`src/rtl/branch_pattern_table.sv`:
```
// branch_pattern_table: 2-bit saturating counter table indexed by {pc, local history},
// swept to weak-not-taken after reset, with a write-first bypass on same-cycle update.
module branch_pattern_table #(
    parameter int PC_BITS   = 5,
    parameter int HIST_BITS = 3
) (
    input  logic                 clk,
    input  logic                 rst,
    input  logic                 lookup_valid,
    input  logic [9:0]           pc,
    input  logic                 read_hit,
    input  logic [HIST_BITS-1:0] read_history,
    input  logic                 we,
    input  logic [9:0]           update_pc,
    input  logic [HIST_BITS-1:0] update_history,
    input  logic                 branch_taken,
    output logic                 predict_valid,
    output logic                 predict_taken,
    output logic                 ready
);
    localparam int IW    = PC_BITS + HIST_BITS;
    localparam int DEPTH = 1 << IW;

    typedef enum logic {INIT, RUN} state_t;

    state_t          state_q, state_d;
    logic [IW-1:0]   ptr_q, ptr_d;
    logic            pv_q, pv_d, pt_q, pt_d;
    logic [1:0]      tbl_q [DEPTH];
    logic [IW-1:0]   lidx, uidx;
    logic [1:0]      cur, nxt;
    logic            upd;
    logic            unused_pc;

    assign unused_pc     = ^{pc[9:PC_BITS], update_pc[9:PC_BITS]};
    assign ready         = state_q == RUN;
    assign predict_valid = pv_q;
    assign predict_taken = pt_q;

    always_comb begin
        lidx    = {pc[PC_BITS-1:0], read_hit ? read_history : '0};
        uidx    = {update_pc[PC_BITS-1:0], update_history};
        cur     = tbl_q[uidx];
        nxt     = branch_taken ? (cur == 2'b11 ? cur : cur + 2'b01)
                               : (cur == 2'b00 ? cur : cur - 2'b01);
        upd     = we && ready;
        state_d = (state_q == INIT && &ptr_q) ? RUN : state_q;
        ptr_d   = state_q == INIT ? ptr_q + 1'b1 : ptr_q;
        pv_d    = lookup_valid && ready;
        // Same-index update wins so the prediction sees the post-update counter.
        pt_d    = pv_d && ((upd && uidx == lidx) ? nxt[1] : tbl_q[lidx][1]);
    end

    always_ff @(posedge clk) begin
        if (rst) begin
            state_q <= INIT;
            ptr_q   <= '0;
            pv_q    <= 1'b0;
            pt_q    <= 1'b0;
        end else begin
            state_q <= state_d;
            ptr_q   <= ptr_d;
            pv_q    <= pv_d;
            pt_q    <= pt_d;
        end
    end

    always_ff @(posedge clk) begin
        if (!rst && state_q == INIT)
            tbl_q[ptr_q] <= 2'b01;
        else if (!rst && upd)
            tbl_q[uidx] <= nxt;
    end
endmodule

```
`config.mk`:
```
export PLATFORM = sky130hd
export DESIGN_NAME = branch_pattern_table
export DESIGN_NICKNAME = d
export VERILOG_FILES = /design/src/rtl/branch_pattern_table.sv
export SDC_FILE = /design/constraint.sdc
export NUM_CORES = 1
export LEC_CHECK = 0
export CAP_MARGIN = 20
export CORE_ASPECT_RATIO = 2
export CORE_MARGIN = 3
export CORE_UTILIZATION = 34
export CTS_CLUSTER_DIAMETER = 100
export CTS_CLUSTER_SIZE = 30
export DETAILED_ROUTE_END_ITERATION = 8
export SYNTH_ARGS = -nofsm -noshare
export SYNTH_HDL_FRONTEND = slang
export SYNTH_SLANG_ARGS = --single-unit
```
`constraint.sdc`:
```
create_clock -name clk -period 37 [get_ports clk]
set_clock_uncertainty 0.2 [all_clocks]
set_input_delay 9.25 -clock clk [delete_from_list [all_inputs] [get_ports clk]]
set_output_delay 9.25 -clock clk [all_outputs]
set_load 0.05 [all_outputs]
```
==> results.txt <==
Status - finished, final reports clean
GRT overflow - 0
Post-DP HPWL - 52400 um
Initial antenna violation count - 1
Main synth FF type - edfxtp_1
Reg power frac - 63.6%
Arr. time, crit path - 14.72 ns
Vias in the first global route - 15.7k
Max Clock Freq - 68.7 MHz
Drt wl/cell - 31.5 um
Worst VDD drop - 0.0248 mV
Startpoint Class - primary input
Synth cell count leaders - 512 x edfxtp_1, 298 x nor2_1, 140 x mux4_2
Largest cells by area after synthesis - edfxtp_1 64%, mux4_2 13%, nor2_1 4.6%, mux2i_1 2.6%, nand2_1 1.3%
Routed WL - 78100 um
Post-synth top area cell - edfxtp_1
DP Cell Count - 2442
Final ANT Viol Nets - 0
Clock Tree Buf Depth - 3
EDFF count, synth - 512
Max-slew headroom - 27.9%
Share of cells above drive strength 1 - 15.5%
Async SR Flop Fraction - 0%
First-pass GRT wire length - 111000 um
Count leader, synth - edfxtp_1
Area added between synthesis and finish - 7.72%
CTS tree - built
Via count - 15.2k
Setup TNS - 0 ns
CP Class - in2reg
Nets - 1599
CTS Hold Bufs - 0
Reg2reg path depth - 9
Setup Buffers After CTS - 0
Worst-skew pair later-pin latency - 0.59 ns
DRC - 0
Vias/cell - 6.13
Die W - 194 um
Min-Delay Path Class - reg2reg
Final hold slack - 0.421 ns
Internal Pwr Total - 0.774 mW
GP Congestion - 0.931
Critical path peak fanout - 85
GR Util All Layers - 20.6%
Die height - 382 um
Clk sink count - 523
CTS root buf - clkbuf_16
Worst-margin pin slew - 1.07 ns
Post-Place Worst Slack - 21.60 ns
Row count - 137
Fin crit period - 14.55 ns
Cts bufs inserted - 21
Number of H-tree levels - 1
Critical Path Sink Type - flip-flop
Psw - 0.232 mW
Synthesized cell area - 24100 um2
Final setup margin - 22.45 ns
Syn avg cell area - 15.2 um2
DIE AREA - 74200 um2
# setup viols final - 0
Starting density of the core - 34.4%
Post_cts resized - 0
Final cell count without fillers - 2483
Drt initial violations - 1649
Synth top area share - 63.9%
Core area - 69900 um2
Max Cap Viol - 0
Critical path data required time - 37.16 ns
Filler instances - 6646
Slew Viols, Final - 0
Seq/Total Area, Yosys - 64.8%
Warnings from Yosys - 0
Yosys cell types - 72
Pwr/cell area - 38.8 nW/um2
Sw Ratio - 23.1%
Reg clk slew, reported paths - 0.12 ns
P_leak - 8.80 nW
Clock power frac - 29.0%
WHS Path Cells - 2
Number of port buffers - 24
Largest net degree at the start of global routing - 129
Total power draw - 1.01 mW
RSZ-0062 raised after global routing - no
Comb power frac - 7.4%
I/O pin count - 35
Yosys reg bits - 523
Pre-antenna DRT Iters - 7
Final hold vios - 0
Syn Nets - 1615
Post-route clock period utilization - 39.3%
Mapped Cells - 1582
==> sequential cells by signal, summed over array words and instances, names as in the netlist <==
| name | count |
|---|---|
| ptr_q | 8 |
| predict_taken | 1 |
| tbl_q | 512 |
| predict_valid | 1 |
| ready | 1 |
==> kinds of logic after synthesis <==
kind of cell    count (synthesis)  synth area share (%)
xor+xnor                       15                 0.546
buf+inv                       128                  2.68
compound gates                207                  6.42
simple gates                  490                  8.70
flops                         523                  64.8
fa+ha+maj                       1                0.0520
mux                           218                  16.8
==> area by class of cell <==
class | count | area, um2 | area share, %
diodes | 1 | 2.50 | 0.00965
clock buffers | 35 | 578 | 2.23
clock inverters | 1 | 20.0 | 0.0772
inverters | 12 | 45.0 | 0.174
multi-input cells | 931 | 7860 | 30.3
flip-flops and latches | 523 | 15600 | 60.2
well taps | 903 | 1130 | 4.36
repair buffers | 77 | 696 | 2.68
==> per-stage QoR <==
stage,util (%),cell area (um2)
2_1_floorplan,-,24100
3_3_place_gp,36.1,25200
3_5_place_dp,36.1,25300
4_1_cts,37.0,25900
5_1_grt,37.1,25900
6_report,37.1,25900
==> layer usage <==
| metal | wire, um | vias up | track usage, % |
|---|---|---|---|
| li1 | - | 6197 | - |
| met1 | 24900 | 7807 | 21.7 |
| met2 | 40700 | 897 | 37.2 |
| met3 | 5080 | 310 | 2.61 |
| met4 | 7410 | 0 | 15.5 |
| met5 | 0 | - | 0 |
==> worst max-delay path, cell delays in order <==
cell	delay, ns
clkdlybuf4s50_1	0.45
buf_4	0.41
inv_1	0.25
buf_4	0.29
nor2_1	0.81
a22oi_1	0.14
a21boi_0	0.62
o32ai_2	0.20
o221ai_2	0.14
o21ai_0	0.26
a21oi_4	0.87
buf_4	0.55
buf_16	0.33
==> power groups by stage <==
stage	sequential, mW	combinational, mW	clock (mW)
after floorplan	0.654	0.0433	0
after global placement	0.654	0.0722	0
after detailed placement	0.654	0.0724	0
after CTS	0.640	0.0727	0.297
after global routing	0.640	0.0762	0.316
final	0.640	0.0743	0.292
==> layout by cell type (no fill, tap or decap), types with 8 or more instances in the layout <==
cell,instances
o221ai_1,17
nor2b_1,12
mux2_2,9
a21oi_1,28
buf_4,48
a221oi_1,15
clkbuf_1,14
a21boi_0,8
o21ai_0,17
edfxtp_1,512
a22oi_1,17
mux2i_1,63
dfxtp_1,11
a221o_1,9
a22o_1,18
clkbuf_16,21
a211oi_1,8
nand3b_1,9
nand3_1,36
clkdlybuf4s50_1,20
nand2_1,80
nor2_1,298
mux4_2,140
o22ai_1,14
xnor2_1,9
nor3_1,11
inv_1,9
==> final timing paths <==
kind                         to               from  slack (ns)
setup / recovery  tbl_q[104][1]  update_history[2]       22.45
hold / removal         ptr_q[2]           ptr_q[2]        0.42
setup reg to reg   tbl_q[23][0]       tbl_q[43][0]       31.96
hold reg to reg        ptr_q[2]           ptr_q[2]        0.42
No activity file was read; power rests on OpenSTA's default activity.
